===== config.mk =====
export PLATFORM = sky130hd
export DESIGN_NAME = avalon_bus_arbiter_flat
export DESIGN_NICKNAME = d
export VERILOG_FILES = /design/src/rtl/avalon_bus_arbiter_if.sv /design/src/rtl/avalon_bus_arbiter.sv /design/src/flat_wrapper.sv
export SDC_FILE = /design/constraint.sdc
export NUM_CORES = 1
export LEC_CHECK = 0
export ABC_AREA = 1
export BUFFER_PORTS_ARGS = -buffer_cell sky130_fd_sc_hd__buf_2
export CORE_AREA = 3 3 119 121
export DETAILED_ROUTE_END_ITERATION = 12
export DIE_AREA = 0 0 122 124
export PLACE_DENSITY = 0.48
export SYNTH_ARGS = -nofsm -noshare
export SYNTH_HDL_FRONTEND = slang
export SYNTH_SLANG_ARGS = --single-unit

===== constraint.sdc =====
create_clock -name clk -period 1.85 [get_ports clk]
set_clock_uncertainty 0.1 [all_clocks]
set_input_delay 0.0925 -clock clk [delete_from_list [all_inputs] [get_ports clk]]
set_output_delay 0.0925 -clock clk [all_outputs]
set_load 0.03 [all_outputs]

===== src/rtl/avalon_bus_arbiter_if.sv =====
// One Avalon-MM port: address/control/write data flow master->slave, stall and read data flow back.
// Each master port and the slave port of the arbiter gets its own instance.
interface avalon_bus_arbiter_if;
  logic [31:0] address;
  logic        read;
  logic        write;
  logic [31:0] writedata;
  logic [3:0]  byteenable;
  logic        waitrequest;
  logic [31:0] readdata;

  modport master (
    output address, read, write, writedata, byteenable,
    input  waitrequest, readdata
  );

  modport slave (
    input  address, read, write, writedata, byteenable,
    output waitrequest, readdata
  );
endinterface


===== src/rtl/avalon_bus_arbiter.sv =====
// Two-master round-robin Avalon-MM arbiter with bounded owner hold; a request seen in IDLE reaches the slave next cycle.
// Slave waitrequest passes straight to the owner; the non-owner is held with waitrequest=1 until granted.
module avalon_bus_arbiter #(
  parameter int MAX_HOLD = 4
) (
  input  logic                 clk,
  input  logic                 reset,
  avalon_bus_arbiter_if.slave  m0,
  avalon_bus_arbiter_if.slave  m1,
  avalon_bus_arbiter_if.master s,
  output logic [1:0]           grant
);

  localparam int HCW = $clog2(MAX_HOLD) + 1;

  typedef enum logic {IDLE, OWN} state_e;

  state_e           state_q, state_d;
  logic             owner_q, owner_d;
  logic             last_q, last_d;
  logic [HCW-1:0]   hold_cnt_q, hold_cnt_d;
  logic [1:0]       grant_q, grant_d;

  logic req0, req1, req_own, req_oth, done;

  assign req0    = m0.read | m0.write;
  assign req1    = m1.read | m1.write;
  assign req_own = owner_q ? req1 : req0;
  assign req_oth = owner_q ? req0 : req1;
  assign done    = (state_q == OWN) && req_own && !s.waitrequest;

  always_comb begin
    state_d    = state_q;
    owner_d    = owner_q;
    last_d     = last_q;
    hold_cnt_d = hold_cnt_q;
    unique case (state_q)
      IDLE: begin
        hold_cnt_d = '0;
        if (req0 && req1) begin
          state_d = OWN;
          owner_d = ~last_q;
        end else if (req0) begin
          state_d = OWN;
          owner_d = 1'b0;
        end else if (req1) begin
          state_d = OWN;
          owner_d = 1'b1;
        end
      end
      OWN: begin
        if (!req_own) begin
          state_d    = IDLE;
          hold_cnt_d = '0;
        end else if (done) begin
          last_d = owner_q;
          // Handover happens straight from OWN so the waiting master sees no idle bubble.
          if (req_oth) begin
            owner_d    = ~owner_q;
            hold_cnt_d = '0;
          end else if (hold_cnt_q == HCW'(MAX_HOLD - 1)) begin
            state_d    = IDLE;
            hold_cnt_d = '0;
          end else begin
            hold_cnt_d = hold_cnt_q + HCW'(1);
          end
        end
      end
      default: begin
        state_d    = IDLE;
        hold_cnt_d = '0;
      end
    endcase
    grant_d = (state_d == OWN) ? (owner_d ? 2'b10 : 2'b01) : 2'b00;
  end

  always_ff @(posedge clk or negedge reset) begin
    if (!reset) begin
      state_q    <= IDLE;
      owner_q    <= 1'b0;
      last_q     <= 1'b1;
      hold_cnt_q <= '0;
      grant_q    <= 2'b00;
    end else begin
      state_q    <= state_d;
      owner_q    <= owner_d;
      last_q     <= last_d;
      hold_cnt_q <= hold_cnt_d;
      grant_q    <= grant_d;
    end
  end

  assign grant = grant_q;

  // Slave mux keys off the registered grant, so an async reset clears the bus in the same cycle.
  always_comb begin
    s.address    = '0;
    s.read       = 1'b0;
    s.write      = 1'b0;
    s.writedata  = '0;
    s.byteenable = '0;
    if (grant_q[0]) begin
      s.address    = m0.address;
      s.read       = m0.read;
      s.write      = m0.write;
      s.writedata  = m0.writedata;
      s.byteenable = m0.byteenable;
    end else if (grant_q[1]) begin
      s.address    = m1.address;
      s.read       = m1.read;
      s.write      = m1.write;
      s.writedata  = m1.writedata;
      s.byteenable = m1.byteenable;
    end
  end

  assign m0.waitrequest = grant_q[0] ? s.waitrequest : 1'b1;
  assign m1.waitrequest = grant_q[1] ? s.waitrequest : 1'b1;
  assign m0.readdata    = s.readdata;
  assign m1.readdata    = s.readdata;

endmodule


===== src/flat_wrapper.sv =====
// flat-port wrapper written by rule: the top's interface ports become plain ports
module avalon_bus_arbiter_flat 
#(
  parameter int MAX_HOLD = 4
)
  (clk, reset, grant, m0_address, m0_read, m0_write, m0_writedata, m0_byteenable, m0_waitrequest, m0_readdata, m1_address, m1_read, m1_write, m1_writedata, m1_byteenable, m1_waitrequest, m1_readdata, s_address, s_read, s_write, s_writedata, s_byteenable, s_waitrequest, s_readdata);
  avalon_bus_arbiter_if m0_i ();
  avalon_bus_arbiter_if m1_i ();
  avalon_bus_arbiter_if s_i ();
  input  logic clk;
  input  logic reset;
  output logic [1:0] grant;
  input wire logic [$bits(m0_i.address)-1:0] m0_address;
  input wire logic [$bits(m0_i.read)-1:0] m0_read;
  input wire logic [$bits(m0_i.write)-1:0] m0_write;
  input wire logic [$bits(m0_i.writedata)-1:0] m0_writedata;
  input wire logic [$bits(m0_i.byteenable)-1:0] m0_byteenable;
  output wire logic [$bits(m0_i.waitrequest)-1:0] m0_waitrequest;
  output wire logic [$bits(m0_i.readdata)-1:0] m0_readdata;
  input wire logic [$bits(m1_i.address)-1:0] m1_address;
  input wire logic [$bits(m1_i.read)-1:0] m1_read;
  input wire logic [$bits(m1_i.write)-1:0] m1_write;
  input wire logic [$bits(m1_i.writedata)-1:0] m1_writedata;
  input wire logic [$bits(m1_i.byteenable)-1:0] m1_byteenable;
  output wire logic [$bits(m1_i.waitrequest)-1:0] m1_waitrequest;
  output wire logic [$bits(m1_i.readdata)-1:0] m1_readdata;
  output wire logic [$bits(s_i.address)-1:0] s_address;
  output wire logic [$bits(s_i.read)-1:0] s_read;
  output wire logic [$bits(s_i.write)-1:0] s_write;
  output wire logic [$bits(s_i.writedata)-1:0] s_writedata;
  output wire logic [$bits(s_i.byteenable)-1:0] s_byteenable;
  input wire logic [$bits(s_i.waitrequest)-1:0] s_waitrequest;
  input wire logic [$bits(s_i.readdata)-1:0] s_readdata;
  assign m0_i.address = m0_address;
  assign m0_i.read = m0_read;
  assign m0_i.write = m0_write;
  assign m0_i.writedata = m0_writedata;
  assign m0_i.byteenable = m0_byteenable;
  assign m0_waitrequest = m0_i.waitrequest;
  assign m0_readdata = m0_i.readdata;
  assign m1_i.address = m1_address;
  assign m1_i.read = m1_read;
  assign m1_i.write = m1_write;
  assign m1_i.writedata = m1_writedata;
  assign m1_i.byteenable = m1_byteenable;
  assign m1_waitrequest = m1_i.waitrequest;
  assign m1_readdata = m1_i.readdata;
  assign s_address = s_i.address;
  assign s_read = s_i.read;
  assign s_write = s_i.write;
  assign s_writedata = s_i.writedata;
  assign s_byteenable = s_i.byteenable;
  assign s_i.waitrequest = s_waitrequest;
  assign s_i.readdata = s_readdata;
  avalon_bus_arbiter #(.MAX_HOLD(MAX_HOLD)) u_core (.clk(clk), .reset(reset), .m0(m0_i), .m1(m1_i), .s(s_i), .grant(grant));
endmodule

==> impl_summary.md, run 1 <==
Floorplan
The floorplan step set the die height to 124 µm. The effective utilization at floorplan is 0.1433. 313 I/O pins were placed.

The floorplan has 42 rows. The die covers 15130 µm². From left edge to right edge, the die measures 122 µm. The core region is 13190 µm².

Logic synthesis
Synthesis handed over a netlist of 352 instances. By count the netlist is led by sky130_fd_sc_hd__nand2_1, sky130_fd_sc_hd__nand3_1, sky130_fd_sc_hd__buf_4. sky130_fd_sc_hd__nand2_1 takes more of the synthesized area than any other cell. Yosys attributes the largest share of cell area to sky130_fd_sc_hd__nand2_1, sky130_fd_sc_hd__buf_4, sky130_fd_sc_hd__nand3_1.

The commonest register cell after synthesis is sky130_fd_sc_hd__dfrtp_1. The share of flip-flops with an asynchronous set or reset after synthesis is 1.000. In this run, synthesis produced a sequential element count of 8.

The part of the Yosys area used for sequential elements is 0.1066. The number of enable-type register cells in the synthesized netlist is 0. The number of nets handed over by synthesis was 528. Among all cell types in the netlist, the one instantiated most often is sky130_fd_sc_hd__nand2_1. The share of synthesized area in the top cell type comes to 0.2998. The number of different library cells used by synthesis comes to 23.

The area of the mapped netlist is 1891 µm². The number of warning messages in the yosys log is 0. In this run the mean area of a mapped cell was 5.371 µm².

Timing
The number of hold-slack violations in the final timing report is 0. The worst max-slew margin expressed relative to the limit is 0.6879. The number of max-slew violations in the final report was 0. Setup repair after global routing left no endpoint under its margin.

Setup slack closes at 236.9 ps. For the pin with the worst max-slew slack, the measured transition is 468.1 ps. The final setup violation count is 0.

In the final timing run, aggregate negative setup slack is 0 ps. The maximum clock rate is 619.9 MHz. In the finished design, the share of the clock period the worst path needs comes to 0.8720. The worst path needs 1613 ps of the cycle, external delays included.

Final layout
Relative to the synthesized area, the layout overhead comes to 47.78%. The final instance count without filler cells is 668. The number of antenna diodes in the final layout is 0.

The share of final-layout standard cells stronger than drive strength 1 is 0.4797. After the last flow step, the layout net total stands at 669. Once layout is complete, the utilization of the core stands at 0.2118.

Route
The detailed-route wire length per cell is 13.36 µm. For this block, the via count after detailed routing is 2594. The number of iterations in the first detailed-routing pass is 4. Once detail routing completed, the nets flagged for antenna violations numbered 0. The starting DRC count in detailed routing is 52. The total wirelength of the detailed-routed design is 8922 µm. The total DRC errors in the routed layout is 0. Dividing the detail-routed via count by the number of cells gives 3.883.

Critical path
STA puts the critical path data required time at 1660 ps. The peak fanout along the critical path is 47. The data arrival time of the worst path is 1420 ps. The path type of the worst setup path is reg2out. The startpoint type of the worst setup path is a register. The kind of end point of the critical path is an output pin.

Place
The instance count after placement with tap cells included is 663. Timing analysis after detailed placement gives a worst setup slack of 470.4 ps. At the end of routability-driven placement, the weighted congestion stood at 0.7196. During placement, the flow inserted port buffers numbering 216.

The HPWL after detailed placement is 7430 µm.

Worst hold path
The kind of path behind the tightest hold check is in2reg.

Global routing
The global-route usage over all layers is 0.1003. The via count of the first global-routing pass is 2398. The initial antenna violation count was 0. The total overflow left after global routing is 0. The wire length of the first global-routing pass is 12120 µm. The largest net degree at the start of global routing is 48.

Job
Across the run, the number of max-cap violations was 0.

Clock tree
The tree is rooted in a sky130_fd_sc_hd__clkbuf_16. Buffers inserted during clock tree synthesis total 3. The worst-skew pair later-pin latency is 230 ps. The maximum count of clock buffers along a single path is 2. The TritonCTS sink count is 8. After clock tree synthesis, the clock-pin slew on the worst setup and hold paths is 40 ps. The TritonCTS clock tree is done. The number of buffers inserted by post-CTS setup repair is 0. The total of cells resized after clock tree synthesis is 0.

The H-tree depth is 1.

Pwr
The ratio of total power to cell area is 1579 nW/µm². The highest ir drop seen on vdd is 0.8790 mV. The static leakage is 0.001785 µW.

The overall power is 4412 µW.

Outcome
The run finished with clean final reports.
-- kinds of logic (layout without fill, tap and decap cells) --
group | Yosys count | in the layout | synth area share
simple gates | 232 | 232 | 0.5242
buf+inv | 97 | 237 | 0.3223
fa+ha+maj | 1 | 1 | 0.006617
flops | 8 | 8 | 0.1066
compound gates | 14 | 14 | 0.04037
-- worst paths after layout --
kind                       depth (start not counted)  slack [ps]                 start                    to
max reg2reg                                        9         500        u_core.owner_q       u_core.grant[0]
min reg2reg                                        1         390  u_core.hold_cnt_q[0]  u_core.hold_cnt_q[0]
min                                                4          80         s_waitrequest         u_core.last_q
max in group asynchronous                          2        1270                 reset         u_core.last_q
min in group asynchronous                          2         140                 reset  u_core.hold_cnt_q[1]
max                                                4         240       u_core.grant[0]        s_writedata[6]
-- state kept, by name, indices dropped and copies added (netlist names) --
signal	cells
u_core.grant	2
u_core.owner_q	1
u_core.state_q	1
u_core.last_q	1
u_core.hold_cnt_q	3
-- cell type report --
type | instances | area, µm²
Inverter | 10 | 37.54
Multi-Input combinational cell | 247 | 1080
Timing Repair Buffer | 223 | 1174
Clock buffer | 4 | 78.83
Tap cell | 176 | 220.2
Fill cell | 1560 | 10400
Sequential cell | 8 | 203.9
-- report_power, final --
group,internal [µW],switching [µW],total [µW]
clock network,287,85.9,373
logic,1040,2690,3730
registers,246,59.2,305
total,1580,2830,4410
-- stage by stage --
step	instance area, µm²	hold WS [ps]
5_1_grt	2794	85.25
4_1_cts	2794	80.32
3_3_place_gp	2705	-148.1
3_5_place_dp	2705	-147.1
6_report	2794	82.42
2_1_floorplan	1891	-303.1
-- per-layer routing --
| metal | wire (µm) | GRT usage | vias up |
|---|---|---|---|
| met2 | 4508 | 0.1968 | 177 |
| li1 | - | - | 1332 |
| met4 | 105 | 0.01821 | 0 |
| met3 | 1129 | 0.03451 | 12 |
| met5 | 0 | 0 | - |
| met1 | 3179 | 0.1035 | 1073 |
-- worst max-delay path, stage by stage (launching register included) --
cell	delay, ps
sky130_fd_sc_hd__dfrtp_2	360
sky130_fd_sc_hd__buf_4	400
sky130_fd_sc_hd__nand2_1	100
sky130_fd_sc_hd__nand2_1	90
sky130_fd_sc_hd__buf_2	200
-- repair_timing --
item / CTS / global route
endpoints found under the hold margin: 8 / 0
hold buffers: 1 / 0
endpoints found under the setup margin: 0 / 0
-- cell usage in the layout, fill, tap and decap left out, drive strengths merged --
cell type	instances
o21ai	6
dlygate4sd3	1
o31ai	1
nand3	70
nor3	1
a21oi	5
ha	1
inv	10
dfrtp	7
o211ai	1
nand3b	1
clkbuf	4
dfstp	1
o22ai	1
buf	222
nor2	7
nand2	153
Note: power is estimated with default switching activity, not from simulation.
==> run 2, diff against run 1 <==
ABC_AREA = unset   (was 1)
PLACE_DENSITY = 0.46   (was 0.48)
==> run 2 against run 1 <==
Routed wire length shrank 12%; final cell count shrank 22%; sequential power grew 2%; sequential cell count is the same; largest power group unchanged; highest routed layer unchanged.
==> impl_summary.md, run 2 <==
Outcome
The run finished with clean final reports.

Logic synthesis
The main combinational cell family by area after synthesis is compound AO/OA/AOI/OAI gates. After synthesis, the share of cell area in mux cells is 0. In this run, distinct cell masters in the synthesized netlist total 32. Of the total synthesized cell area, the portion taken by XOR and XNOR cells is 0. The commonest register cell after synthesis is sky130_fd_sc_hd__dfrtp_1. The share of the synthesized area in the top cell type is 0.3560.

The post-synthesis net count is 377. For this run, asynchronously set or reset flops after synthesis account for 1.000. The area of the mapped netlist is 1673 µm². Among all cell types in the netlist, the one instantiated most often is sky130_fd_sc_hd__a22o_1. Counting flops with a built-in enable in the synthesized netlist gives 0.

Ranked by instance count, the synthesized netlist is headed by sky130_fd_sc_hd__a22o_1, sky130_fd_sc_hd__buf_4, sky130_fd_sc_hd__clkbuf_1, sky130_fd_sc_hd__dfrtp_1, sky130_fd_sc_hd__nand2_1. Of the total synthesized cell area, the portion taken by full adders, half adders and majority gates is 0.01421. Yosys attributes the largest share of cell area to sky130_fd_sc_hd__a22o_1, sky130_fd_sc_hd__buf_4, sky130_fd_sc_hd__dfrtp_1. The cell count after synthesis is 201.

The share of synthesized cell area in and, or, nand and nor gates is 0.05385. Of the synthesized area, sequential elements account for 0.1204. After synthesis the netlist holds a flip-flop and latch count of 8. The compound-cell area share of the yosys netlist came to 0.4637.

The mean area per synthesized cell is 8.323 µm². The number of warning messages in the yosys log is 0. The biggest area contributor in the post-synthesis netlist is sky130_fd_sc_hd__a22o_1.

Clock tree
The clock transition at the register clock pins on the worst setup and hold paths after CTS is 40 ps. Counting along the longest clock path gives a buffer depth of 2. The TritonCTS sink count is 8. TritonCTS built the clock tree. After clock tree synthesis, the setup repair step added 0 buffers.

The worst-skew pair later-pin latency is 230 ps. The root buffer cell is sky130_fd_sc_hd__clkbuf_16. Buffers inserted during clock tree synthesis total 3. In this run the number of H-tree levels came out at 1.

Global routing
Entering global routing, the biggest net connects 64 pins. The most congested layer reported by global routing is met2. For this run the aggregate overflow at the end of global routing stands at 0.

The met3 track demand over resource in global routing is 0.02952. The via count of the first global-routing pass was 2080. For this run, global-route usage on met2 was measured as 0.1488. The first global-routing pass estimated 10870 µm of wire.

The met1 layer usage reported by global route is 0.1111. The global-route usage over all layers is 0.08951. The initial antenna violation count is 0.

Timing
Setup repair after global routing left no endpoint under its margin. The number of max-slew violations in the final report is 0. The final setup violation count is 0.

The fraction of the cycle the final worst path needs is 0.9369. In this run the tightest slew margin relative to its limit is 0.7286. Static timing analysis puts the maximum clock frequency at 576.9 MHz. The transition time of the tightest slew-check pin is 405.5 ps. The number of hold-slack violations in the final timing report is 0. For the final routed database, the setup TNS stands at 0 ps. The worst path needs 1733 ps of the cycle, external delays included.

Final layout
The number of antenna diodes in the final layout is 0. The number of flip-flops in the largest register is 3. The register with the most flip-flops is u_core.hold_cnt_q. The net total in the final layout is 523. Of the cells placed in the final design, the portion with a size suffix greater than 1 is 0.6821. The footprint of the multi-input gates is 897.1 µm². The finished cells cover 2560 µm². After filler insertion, the fill cell instance count of the layout stands at 1503. The area growth from synthesis to layout is 53.03%.

In the final layout, flip-flops and latches occupy 202.7 µm². The most common cell after layout, fill and taps aside is sky130_fd_sc_hd__buf_2. The library cells used most frequently in the layout, excluding fill and tap cells, are sky130_fd_sc_hd__buf_2, sky130_fd_sc_hd__a22o_1, sky130_fd_sc_hd__nand2_1, sky130_fd_sc_hd__dfrtp_1.

Critical path
Along the worst path, the maximum fanout reaches 27. The data required time at the worst endpoint is 1660 ps. The kind of end point of the critical path is an output pin. The critical path in this run is classified as reg2out. The worst setup path startpoint is u_core.grant[1].

Data arrives at the worst endpoint at 1540 ps. The start of the worst register-to-register path is u_core.hold_cnt_q[0]. STA classifies the critical path startpoint as a register.

Floorplan
The die height is 124 µm. The initial utilization of the core area, before any placement, comes to 0.1268. The number of top-level design ports is 313.

The die outline width is 122 µm. In this run the standard cell core region covers 13190 µm². The die covers 15130 µm². The number of cell rows is 42.

Place
Summing all placed instances gives a cell area of 2471 µm². The placed wire-length estimate is 6633 µm. At the end of routability-driven placement, the weighted congestion stood at 0.7452.

The number of input and output port buffers inserted is 216.

Pwr
The ratio of total power to cell area is 1853 nW/µm². For this design the total switching power over the nets is 2864 µW. The clock group share of total power is 0.080. The relative contribution of sequential cells to total power is 0.066. For this design the static power due to leakage is 0.001448 µW. The design internal power is 1880 µW.

The share of total power dissipated in combinational logic is 0.855. Of the total power, the share spent switching nets is 0.6038. Across the VDD grid, the largest voltage drop is 0.7378 mV.

Job
Max-cap violations in this run came to 0.

Route
The number of iterations in the first detailed-routing pass is 4. The total DRC errors in the routed layout is 0. The detailed router placed 2107 vias in this run. The count of nets left with antenna violations after detail routing is 0. Dividing the detail-routed wire length by the instance count gives 15.11 µm. After detailed routing, the number of vias per cell comes to 4.036. In this run, the number of DRC markers left after iteration 0 of detailed routing was 66. Wires add up to 7885 µm.

Worst hold path
The source of the worst hold timing path is s_waitrequest. The kind of path behind the tightest hold check is in2reg.
run 2: changes by cell type in the layout (fill, tap and decap cells not counted), moves of 3 or more:
cell	change
sky130_fd_sc_hd__a21oi_1	-3
sky130_fd_sc_hd__inv_1	-4
sky130_fd_sc_hd__o21bai_1	+3
sky130_fd_sc_hd__o21ai_1	-3
sky130_fd_sc_hd__a22o_1	+68
sky130_fd_sc_hd__nand3_1	-70
sky130_fd_sc_hd__nand2_1	-144
run 2: power groups by stage:
stage                     sequential, µW  clock [µW]  combinational (µW)
after global routing                 325         394                4290
after floorplan                      324           0                3140
final                                312         378                4050
after global placement               310           0                4050
after CTS                            312         382                4090
after detailed placement             313           0                4070
run 2: critical path: stages, from the launching register on:
cell and delay [ps]:
sky130_fd_sc_hd__dfrtp_1 400, sky130_fd_sc_hd__nor2b_4 200, sky130_fd_sc_hd__buf_4 300, sky130_fd_sc_hd__a22o_1 200, sky130_fd_sc_hd__buf_2 200
run 2: what timing repair did:
item	CTS	global route
hold buffers	1	0
hold endpoints to repair	8	0
resized for setup	0	0
run 2: routing by layer:
metal | share of wire | vias to the layer above | wire length [µm]
met5 | 0 | - | 0
met4 | 0.022 | 0 | 174
met3 | 0.10 | 27 | 825
met2 | 0.48 | 110 | 3801
met1 | 0.39 | 982 | 3084
li1 | - | 988 | -
run 2: worst paths after layout:
| check | end | slack, ps | cells after the start |
|---|---|---|---|
| worst max-delay path | s_writedata[5] | 120 | 4 |
| worst min-delay path | u_core.hold_cnt_q[0] | 80 | 3 |
| worst max register to register | u_core.grant[1] | 390 | 4 |
| worst min register to register | u_core.hold_cnt_q[2] | 430 | 2 |
| max in group asynchronous | u_core.last_q | 1270 | 2 |
| min in group asynchronous | u_core.grant[1] | 130 | 2 |
run 2: final cells by class:
| cell class | instances | area share |
|---|---|---|
| timing repair buffer | 221 | 0.4477 |
| tap | 176 | 0.08602 |
| multi-input combinational | 109 | 0.3504 |
| sequential | 8 | 0.07918 |
| inverter | 4 | 0.005865 |
| clock buffer | 4 | 0.03079 |
run 2: logic make-up (layout without fill, tap and decap cells):
| logic type | after synthesis | in the layout |
|---|---|---|
| AND/OR/NAND/NOR | 18 | 18 |
| flip-flops | 8 | 8 |
| AO/OA/AOI/OAI | 89 | 89 |
| buffers and inverters | 84 | 229 |
| adder cells (fa/ha/maj) | 2 | 2 |
run 2: metrics by stage:
step                      instances  power (µW)    util  setup slack [ps]  hold slack (ps)
after CTS                       522        4784  0.1941             107.5            76.37
after floorplan                 201        3468       -             74.43           -303.1
after global placement          517        4361  0.1873             391.8           -151.4
after global routing            522        5011  0.1941             35.18            85.07
final                           522        4744  0.1941             116.7            80.11
after detailed placement        517        4380  0.1873             370.0           -151.7
==> run 3, diff against run 2 <==
--- a/config.mk
+++ b/config.mk
@@ -10,5 +10,5 @@
 export DETAILED_ROUTE_END_ITERATION = 12
 export DIE_AREA = 0 0 122 124
-export PLACE_DENSITY = 0.46
+export PLACE_DENSITY_LB_ADDON = 0.15
 export SYNTH_ARGS = -nofsm -noshare
 export SYNTH_HDL_FRONTEND = slang
==> constraint.sdc (replaced) <==
create_clock -name clk -period 1.85 [get_ports clk]
set_clock_uncertainty 0.1 [all_clocks]
set_input_delay 0.185 -clock clk [delete_from_list [all_inputs] [get_ports clk]]
set_output_delay 0.185 -clock clk [all_outputs]
set_load 0.03 [all_outputs]
==> run 3 against run 2 <==
Die area unchanged; worst hold slack improved by 93 ps; utilization grew 0.56 points; via count shrank 0.28%; final cell count up 0.57%; total power is 5.5% higher; global-route usage increased by 1.5 points; critical path depth up 1.
==> impl_summary.md, run 3 (same netlist as run 2, synthesis figures left out) <==
Outcome
The flow ran to the end, and the final reports show no timing, DRC or antenna violations.

Floorplan
The core region is 13190 µm². The die height is 124 µm. From left edge to right edge, the die measures 122 µm. The die covers 15130 µm². For this configuration, the core starts out at a cell density of 0.1268. The number of top-level design ports is 313.

The number of cell rows is 42.

Critical path
The worst setup path is launched from a register. Walking the worst path, the cells encountered are nor2b_4 > buf_12 > buf_12 > a22o_1 > buf_2. The worst reg-to-reg setup slack is 410 ps. Along the worst path, the maximum fanout reaches 23. The largest stage delay on the critical path is 430 ps. The data arrival time of the worst path is 1520 ps. The slowest stage of the critical path belongs to the cell sky130_fd_sc_hd__dfrtp_2. The most numerous cell type found on the critical path is sky130_fd_sc_hd__buf_12.

Measured in cells, the most critical reg-to-reg path has a length of 4. For the worst setup path, the data required time is 1560 ps. In this run the critical register-to-register path is launched from u_core.hold_cnt_q[0]. The worst setup path startpoint is u_core.grant[0]. The critical path in this run is classified as reg2out. The worst setup path is captured at an output pin. In this run the critical register-to-register path is captured at u_core.grant[1].

Timing
Setup repair after global routing could not meet its margin everywhere. The clock period could shrink to 1804 ps. The maximum clock rate is 554.4 MHz. The hold slack is 172.9 ps.

The final setup slack of the worst path is 46.29 ps. The number of max-slew violations in the final report is 0. The final setup violation count is 0. The fraction of the cycle the final worst path needs is 0.9750.

The number of hold-slack violations in the final timing report is 0. For the pin with the worst max-slew slack, the measured transition is 436.5 ps. The worst max-slew margin expressed relative to the limit is 0.7079.

Place
The pre-CTS setup slack is 170.4 ps. The placed wire-length estimate is 7692 µm. During placement, the flow inserted port buffers numbering 216.

The routability congestion estimate is 0.6836. In this run, placement finished with an instance count of 517.

Global routing
The initial antenna violation count is 0. The via count of the first global-routing pass came to 1979. For this run, the total global-route usage over all layers was measured as 0.1044. The largest net degree at the start of global routing is 74. Summed over all layers, the global routing overflow is 0.

The first global-routing pass estimated 12220 µm of wire.

Worst hold path
The path class of the tightest hold or removal check is in2reg. The number of cells on the worst hold path is 3. For hold timing, the worst endpoint is u_core.hold_cnt_q[1].

The startpoint identified for the worst hold timing path is s_waitrequest.

Final layout
The antenna diode count is 0. The library cells used most frequently in the layout, excluding fill and tap cells, are sky130_fd_sc_hd__buf_2, sky130_fd_sc_hd__a22o_1, sky130_fd_sc_hd__nand2_1, sky130_fd_sc_hd__dfrtp_1, sky130_fd_sc_hd__buf_12. The most common cell after layout, fill and taps aside is sky130_fd_sc_hd__buf_2. The layout overhead on the synthesized area is 57.44%. The register with the most flip-flops in the layout has 3 of them. After the last flow step, the layout net total stands at 526. Ranked by flip-flop count, first place goes to u_core.hold_cnt_q. The share of final-layout standard cells stronger than drive strength 1 is 0.6848. The final instance count without filler cells is 525.

Pwr
The static leakage is 0.001477 µW. The clock group share of total power is 0.075. The fraction of power consumed by combinational cells is 0.864.

The net switching share of the total power is 0.5904. Of the total power, registers draw 0.061. The reported net switching power is 2956 µW. Internal power comes to 2051 µW. The highest ir drop seen on vdd is 0.7446 mV. Dividing total power by cell area gives a power density of 1901 nW/µm².

Clock tree
In this run the number of H-tree levels came out at 1. The TritonCTS clock tree is done. The clock transition at the register clock pins on the worst setup and hold paths after CTS is 40 ps. The clock passes through at most 2 buffers. Clock tree synthesis inserted a total of 3 buffers.

The tree is rooted in a sky130_fd_sc_hd__clkbuf_16. The clock net in this run drives a total of 8 sinks. The worst-skew pair later-pin latency is 230 ps.

Route
The detailed router finished its first iteration with 104 violations. The detailed-route wire length per cell is 17.32 µm. The detailed-route vias per instance is 4.002. Once detail routing completed, the nets flagged for antenna violations numbered 0. Wires add up to 9093 µm. For this run, design rule violations remaining after detail routing come to 0. The routed layout has 2101 vias.

The first detailed-routing pass took 4 iterations.

Job
The number of maximum-capacitance constraint violations is 0.
## run 3: through the flow
stage	setup TNS, ps	util	instance area, µm²	total power, µW
2_1_floorplan	0	-	1673	3470
3_3_place_gp	0	0.1892	2496	4552
3_5_place_dp	0	0.1892	2496	4555
4_1_cts	0	0.1981	2613	5037
5_1_grt	-4.427	0.1997	2634	5305
6_report	0	0.1997	2634	5007
## run 3: worst max path at each step
stage                      endpoint  slack [ps]  cells after the start
floorplan           s_byteenable[0]         120                      6
finish                s_address[18]          50                      5
CTS                 s_writedata[18]          50                      5
global route        s_writedata[12]          -4                      5
global placement    s_writedata[12]         190                      4
detailed placement  s_writedata[12]         170                      4
## run 3: final cells by class
type / instances / area (µm²)
sequential: 8 / 202.7
fill: 1504 / 10560
clock buffer: 4 / 78.83
timing repair buffer: 224 / 1220
tap: 176 / 220.2
inverter: 4 / 15.01
multi-input combinational: 109 / 897.1
## run 3: repair_timing
| action | 4_1_cts | 5_1_grt |
|---|---|---|
| hold buffers | 1 | 0 |
| hold endpoints to repair | 8 | 0 |
| resized for setup | 0 | 5 |
| endpoints found under the setup margin | 40 | 6 |
| setup buffers | 2 | 1 |
## run 3: worst max-delay path: cells and delay by family, from the launching register on
family / cells / cell delay, ps
and+or+nand+nor: 1 / 160
DFF: 1 / 430
buffers and inverters: 3 / 490
AOI/OAI and AO/OA: 1 / 200
## run 3: routing by layer
| layer | GRT usage | part of all wire | vias up |
|---|---|---|---|
| met5 | 0 | 0 | - |
| li1 | - | - | 993 |
| met4 | 0.03291 | 0.026 | 0 |
| met1 | 0.1393 | 0.40 | 961 |
| met2 | 0.1633 | 0.48 | 119 |
| met3 | 0.02906 | 0.092 | 28 |
## run 3: power groups by stage
stage	Combinational, µW	Clock (µW)	Sequential, µW
after floorplan	3150	0	324
after global placement	4240	0	308
after detailed placement	4250	0	309
after CTS	4340	385	308
after global routing	4600	396	313
final	4320	375	307
